===== config.mk =====
export PLATFORM = sky130hd
export DESIGN_NAME = reg_check_monitor
export DESIGN_NICKNAME = d
export VERILOG_FILES = /design/src/rtl/sim_check_pkg.sv /design/src/rtl/shadow_regfile.sv /design/src/rtl/reg_check_monitor.sv
export SDC_FILE = /design/constraint.sdc
export NUM_CORES = 2
export LEC_CHECK = 0
export CELL_PAD_IN_SITES_DETAIL_PLACEMENT = 1
export CELL_PAD_IN_SITES_GLOBAL_PLACEMENT = 2
export CORE_MARGIN = 2
export CORE_UTILIZATION = 25
export CTS_BUF_LIST = sky130_fd_sc_hd__clkbuf_16
export CTS_CLUSTER_SIZE = 40
export DETAILED_ROUTE_END_ITERATION = 10
export PLACE_DENSITY_LB_ADDON = 0.1
export RECOVER_POWER = 25
export SLEW_MARGIN = 20
export SYNTH_ARGS = -nofsm -noshare
export SYNTH_HDL_FRONTEND = slang
export SYNTH_SLANG_ARGS = --single-unit
export TNS_END_PERCENT = 10

===== constraint.sdc =====
create_clock -name clk -period 4.2 [get_ports clk]
set_input_delay 0.42 -clock clk [delete_from_list [all_inputs] [get_ports clk]]
set_output_delay 0.42 -clock clk [all_outputs]
set_load 0.01 [all_outputs]

===== src/rtl/sim_check_pkg.sv =====
// rtl/sim_check_pkg.sv - shared types and defaults for the end-of-test register check monitor
package sim_check_pkg;

  localparam int          XLEN_DEFAULT        = 32;
  localparam logic [31:0] TOHOST_ADDR_DEFAULT = 32'h0000_0FF0;

  typedef enum logic [1:0] {
    MON_IDLE  = 2'd0,
    MON_RUN   = 2'd1,
    MON_CHECK = 2'd2,
    MON_DONE  = 2'd3
  } mon_state_t;

  typedef struct packed {
    logic                    valid;
    logic [4:0]              rg;
    logic [XLEN_DEFAULT-1:0] val;
  } exp_entry_t;

endpackage


===== src/rtl/shadow_regfile.sv =====
// rtl/shadow_regfile.sv - 32-entry shadow of the CPU register file, x0 hard-wired to zero
module shadow_regfile #(
  parameter int XLEN = 32
) (
  input  logic            i_clk,
  input  logic            i_resetn,
  input  logic            i_clr,
  input  logic            i_we,
  input  logic [4:0]      i_wa,
  input  logic [XLEN-1:0] i_wd,
  input  logic [4:0]      i_ra,
  output logic [XLEN-1:0] o_rd
);

  logic [XLEN-1:0] r_regs [32];

  always_ff @(posedge i_clk or negedge i_resetn) begin
    if (!i_resetn) begin
      for (int i = 0; i < 32; i++) r_regs[i] <= '0;
    end else if (i_clr) begin
      for (int i = 0; i < 32; i++) r_regs[i] <= '0;
    end else if (i_we && (i_wa != 5'd0)) begin
      r_regs[i_wa] <= i_wd;
    end
  end

  assign o_rd = (i_ra == 5'd0) ? '0 : r_regs[i_ra];

endmodule


===== src/rtl/reg_check_monitor.sv =====
// rtl/reg_check_monitor.sv - snoops writeback into a shadow regfile, detects halt/timeout,
// then walks the expectation table one slot per cycle and reports pass/fail.
module reg_check_monitor
  import sim_check_pkg::*;
#(
  parameter int              XLEN           = 32,
  parameter int              NUM_CHECKS     = 16,
  parameter int              TIMEOUT_CYCLES = 1000,
  parameter logic [XLEN-1:0] TOHOST_ADDR    = XLEN'(TOHOST_ADDR_DEFAULT),
  parameter int              IDX_W          = (NUM_CHECKS > 1) ? $clog2(NUM_CHECKS) : 1,
  parameter int              CNT_W          = $clog2(NUM_CHECKS + 1)
) (
  input  logic             clk,
  input  logic             resetn,
  input  logic             start,
  input  logic             wb_en,
  input  logic [4:0]       wb_rd,
  input  logic [XLEN-1:0]  wb_data,
  input  logic             mem_wr_en,
  input  logic [XLEN-1:0]  mem_addr,
  input  logic [XLEN-1:0]  mem_data_in,
  input  logic             exp_wr,
  input  logic [IDX_W-1:0] exp_idx,
  input  logic             exp_valid,
  input  logic [4:0]       exp_reg,
  input  logic [XLEN-1:0]  exp_val,
  output logic             busy,
  output logic             done,
  output logic             pass,
  output logic             timed_out,
  output logic [XLEN-1:0]  halt_code,
  output logic [CNT_W-1:0] fail_count,
  output logic [IDX_W-1:0] first_fail_idx
);

  localparam int               TW       = (TIMEOUT_CYCLES > 1) ? $clog2(TIMEOUT_CYCLES) : 1;
  localparam logic [TW-1:0]    TO_LAST  = TW'(TIMEOUT_CYCLES - 1);
  localparam int               SLOTS    = 1 << IDX_W;
  localparam logic [IDX_W-1:0] LAST_IDX = IDX_W'(NUM_CHECKS - 1);

  mon_state_t       r_state, w_next;
  logic [TW-1:0]    r_cycles;
  logic [IDX_W-1:0] r_idx;
  logic [CNT_W-1:0] r_fail_count;
  logic [IDX_W-1:0] r_first_fail_idx;
  logic             r_timed_out;
  logic [XLEN-1:0]  r_halt_code;

  logic [SLOTS-1:0] r_tbl_valid;
  logic [4:0]       r_tbl_reg [SLOTS];
  logic [XLEN-1:0]  r_tbl_val [SLOTS];

  logic            w_accept, w_start, w_halt, w_timeout, w_mismatch, w_tbl_we;
  logic [XLEN-1:0] w_rd_data;

  assign w_accept   = (r_state == MON_IDLE) || (r_state == MON_DONE);
  assign w_start    = start && w_accept;
  assign w_halt     = (r_state == MON_RUN) && mem_wr_en && (mem_addr == TOHOST_ADDR);
  assign w_timeout  = (r_state == MON_RUN) && !w_halt && (r_cycles == TO_LAST);
  assign w_tbl_we   = exp_wr && w_accept && (exp_idx <= LAST_IDX);
  assign w_mismatch = (r_state == MON_CHECK) && r_tbl_valid[r_idx] &&
                      (w_rd_data != r_tbl_val[r_idx]);

  shadow_regfile #(.XLEN(XLEN)) u_shadow (
    .i_clk    (clk),
    .i_resetn (resetn),
    .i_clr    (w_start),
    .i_we     ((r_state == MON_RUN) && wb_en),
    .i_wa     (wb_rd),
    .i_wd     (wb_data),
    .i_ra     (r_tbl_reg[r_idx]),
    .o_rd     (w_rd_data)
  );

  always_ff @(posedge clk or negedge resetn) begin
    if (!resetn) r_state <= MON_IDLE;
    else         r_state <= w_next;
  end

  always_comb begin
    w_next = r_state;
    case (r_state)
      MON_IDLE:  if (start) w_next = MON_RUN;
      MON_RUN:   if (w_halt || w_timeout) w_next = MON_CHECK;
      MON_CHECK: if (r_idx == LAST_IDX) w_next = MON_DONE;
      MON_DONE:  if (start) w_next = MON_RUN;
      default:   w_next = MON_IDLE;
    endcase
  end

  always_ff @(posedge clk or negedge resetn) begin
    if (!resetn) begin
      r_cycles         <= '0;
      r_idx            <= '0;
      r_fail_count     <= '0;
      r_first_fail_idx <= '0;
      r_timed_out      <= 1'b0;
      r_halt_code      <= '0;
    end else if (w_start) begin
      r_cycles         <= '0;
      r_idx            <= '0;
      r_fail_count     <= '0;
      r_first_fail_idx <= '0;
      r_timed_out      <= 1'b0;
      r_halt_code      <= '0;
    end else if (r_state == MON_RUN) begin
      r_cycles <= r_cycles + TW'(1);
      r_idx    <= '0;
      // a tohost store on the timeout cycle takes priority over the timeout
      if (w_halt) begin
        r_halt_code <= mem_data_in;
      end else if (w_timeout) begin
        r_timed_out <= 1'b1;
        r_halt_code <= '0;
      end
    end else if (r_state == MON_CHECK) begin
      r_idx <= r_idx + IDX_W'(1);
      if (w_mismatch) begin
        r_fail_count <= r_fail_count + CNT_W'(1);
        if (r_fail_count == '0) r_first_fail_idx <= r_idx;
      end
    end
  end

  always_ff @(posedge clk or negedge resetn) begin
    if (!resetn)       r_tbl_valid <= '0;
    else if (w_tbl_we) r_tbl_valid[exp_idx] <= exp_valid;
  end

  // Register/value fields need no reset: they are only read under a set valid bit.
  always_ff @(posedge clk) begin
    if (w_tbl_we) begin
      r_tbl_reg[exp_idx] <= exp_reg;
      r_tbl_val[exp_idx] <= exp_val;
    end
  end

  assign busy           = (r_state == MON_RUN) || (r_state == MON_CHECK);
  assign done           = (r_state == MON_DONE);
  assign pass           = done && (r_fail_count == '0) && !r_timed_out;
  assign timed_out      = r_timed_out;
  assign halt_code      = r_halt_code;
  assign fail_count     = r_fail_count;
  assign first_fail_idx = r_first_fail_idx;

endmodule


==> flow_summary.ini <==
[placement]
io_buffers = 193
gp_congestion = 0.885
hpwl_um = 243000

[detailed_routing]
ant_nets = 0
routed-via-count = 60400
drc = 0
firstDrtPassIters = 6
wl_per_cell_um = 31.3
via_per_inst = 5.04
drtIter0Drc = 4537
finalWirelength_um = 375000

[timing]
fin_crit_ns = 5.34
drv_slew = 133
period_share = 1.27
fin_ws_ns = -1.14
fmax_ghz = 0.187
fin_worst_skew_ns = 0.0701
rsz0062_at_grt = true
setup_viol = 9
hold_viol = 0
relSlewSlack = -0.861
worst_slew_pin_slew_ns = 2.79

[global_route]
grt_pass1_wl_um = 527000
gr-usage-all-layers = 0.242
first_global_vias = 64200
grt-ovfl-total = 0
grt_antenna_before_repair = 33
grt_max_degree = 133

[finish]
syn2layout_area_growth_pct = 26.5
drive_gt1_frac = 0.187
final_common_cell = nand2_1
fillCellCount = 33100
largest_reg_flops = 1019
nets = 8005
post-route-util = 0.318
mostFrequentLayoutCells = nand2_1 (2,588), dfrtp_1 (1,090), a21oi_1 (1,059)

[pwr]
p_comb_frac = 0.417
p_sw_frac = 0.390
p_per_area_nw_per_um2 = 634
total_power_mw = 60.4
p_switching_mw = 23.6
p_seq_frac = 0.297
p_leak_nw = 36.4
clkPwrFrac = 0.286
ir_drop_mv = 0.367
p_int_mw = 36.8

[yosys]
synth_edf_count = 592
yosys.area.top_type = dfrtp_1
synth_top_cell_area_share = 0.363
synth-seq-area-share = 0.599
synth_cell_types = 88
ys_ff_latch = 1685
avgSynthCellArea_um2 = 10.4
yosysWarnings = 0
synth.net_count = 7412
synthCells = 7255
ys_async_sr_fraction = 0.649
yosys-top-cells-area = dfrtp_1 (36%), edfxtp_1 (24%), nand2_1 (13%), a21oi_1 (7.0%), mux4_2 (6.1%)
synthFlopType = dfrtp_1
netlist_area_um2 = 75300

[cts]
cts_tree = done
h-tree-depth = 4
cts.clk_slew.worst_paths_ns = 0.06
cts_root_buffer = clkbuf_16
clock_latency_ns = 0.91
cts_buffers = 210
ctsLongestPathBuffers = 4
cts_sinks = 1685

[setup_path]
arrival_ns = 6.15
startpoint = r_idx[0]
path_max_fanout = 7
critPathLaunchType = flop
critPathKind = flop to flop
r2r-start = r_idx[0]
required_ns = 5.00
critPathCaptureType = flop

[run_status]
violations = max-capacitance violations, max-slew violations, negative setup slack
status = complete, but fails checks

[floorplan]
die_width_um = 553
coreArea_um2 = 300000
die_h_um = 553
initial_core_util = 0.251
rows = 201
die_area_um2 = 306000
ios = 194

[worst_hold_path]
min_from = wb_data[15]
hold_path.class = primary input to flop

[job]
drv_cap = 2
synthesized netlist by cell type, types with 5 or more instances:
cell type,count
nand2_1,2620
dfrtp_1,1093
a21oi_1,1060
edfxtp_1,592
clkbuf_1,453
nand3_1,210
mux4_2,204
mux2i_1,170
nor2_1,106
buf_2,91
a31oi_1,50
a32oi_1,44
buf_1,38
a22o_1,37
nand4_1,34
and2_1,30
xor2_1,25
mux2_2,24
o21ai_0,24
inv_1,23
o22ai_1,18
a221oi_1,17
nor3_1,16
o211ai_1,16
and3_1,15
nor4_1,15
a22oi_1,14
buf_4,13
xnor2_1,13
o32ai_1,12
o2111ai_1,11
buf_6,9
a311oi_1,8
ha_1,8
o21ai_1,8
or3_1,7
a2111oi_0,6
a41oi_1,6
a32o_1,5
mux2_1,5
mux4_1,5
nand2b_1,5
o221ai_1,5
critical path, stage by stage (launching register included):
cell and delay (ns):
dfrtp_4 0.48, buf_12 0.15, mux2i_1 0.12, mux4_2 0.53
a211oi_4 0.22, buf_6 0.17, buf_12 0.17, buf_8 0.12
mux4_2 0.50, o211ai_1 0.60, buf_4 0.22, o211ai_1 0.20
xor2_1 0.24, nor4_2 0.40, nand3_2 0.27, o31ai_4 0.39
buf_12 0.16, nor3_2 0.03, a211o_1 0.21
stage by stage:
step / hold slack [ns] / TNS [ns] / setup WS (ns) / cells / area (um2)
floorplan: 0.124 / -6.93 / -0.227 / 7255 / 75300
global route: 0.0387 / -71.73 / -1.22 / 12000 / 95200
detailed placement: 0.335 / -15.67 / -1.82 / 11500 / 87500
global placement: 0.338 / -16.10 / -1.91 / 11500 / 87500
CTS: 0.00116 / -9.04 / -1.04 / 12000 / 95200
finish: 0.0917 / -9.55 / -1.14 / 12000 / 95200
metal layers:
layer  routed length, um  share of wire  GRT usage  up-vias
li1                    -              -          -    26300
met1              172000           0.46      0.333    32400
met4               10900          0.029     0.0649       12
met3               13900          0.037     0.0281      409
met2              178000           0.48      0.400     1261
met5                  80        0.00021          0        -
power groups by stage:
stage,logic [mW],clock network (mW),registers (mW)
global route,26.1,18.3,18.0
global placement,23.6,0,18.3
finish,25.2,17.2,18.0
detailed placement,23.7,0,18.3
floorplan,9.33,0,18.1
CTS,25.3,17.7,18.0
final cells by class:
type,instances,area (um2),area share
diodes,11,27.5,0.000289
clock buffers,212,5310,0.0557
clock inverters,164,1000,0.0105
inverters,23,87.6,0.000920
multi-input cells,4935,28600,0.300
flip-flops and latches,1685,45100,0.474
well taps,3958,4950,0.0520
repair buffers,993,10100,0.106
kinds of logic after synthesis:
family / after synthesis / synth area share
AO/OA/AOI/OAI: 1390 / 0.106
flip-flops: 1685 / 0.599
buffers and inverters: 635 / 0.0362
adder cells (fa/ha/maj): 8 / 0.00133
multiplexers: 408 / 0.0897
AND/OR/NAND/NOR: 3091 / 0.163
XOR/XNOR: 38 / 0.00442
what timing repair did:
item	CTS	global route
hold endpoints to repair	452	0
resized for setup	111	11
setup endpoints to repair	9	9
buffers inserted	51	1
hold buffers	10	0
pin swaps	45	14
cloned	6	0
final timing paths:
path / to / slack [ns] / cells after the start
min in group asynchronous: u_shadow.r_regs[237] / 0.99 / 2
hold reg to reg: u_shadow.r_regs[995] / 0.48 / 1
hold / removal: u_shadow.r_regs[911] / 0.09 / 3
setup reg to reg: fail_count[4] / -1.14 / 18
max in group asynchronous: halt_code[19] / 0.19 / 3
setup / recovery: fail_count[4] / -1.14 / 18
Power figures use the tool's default switching activity.
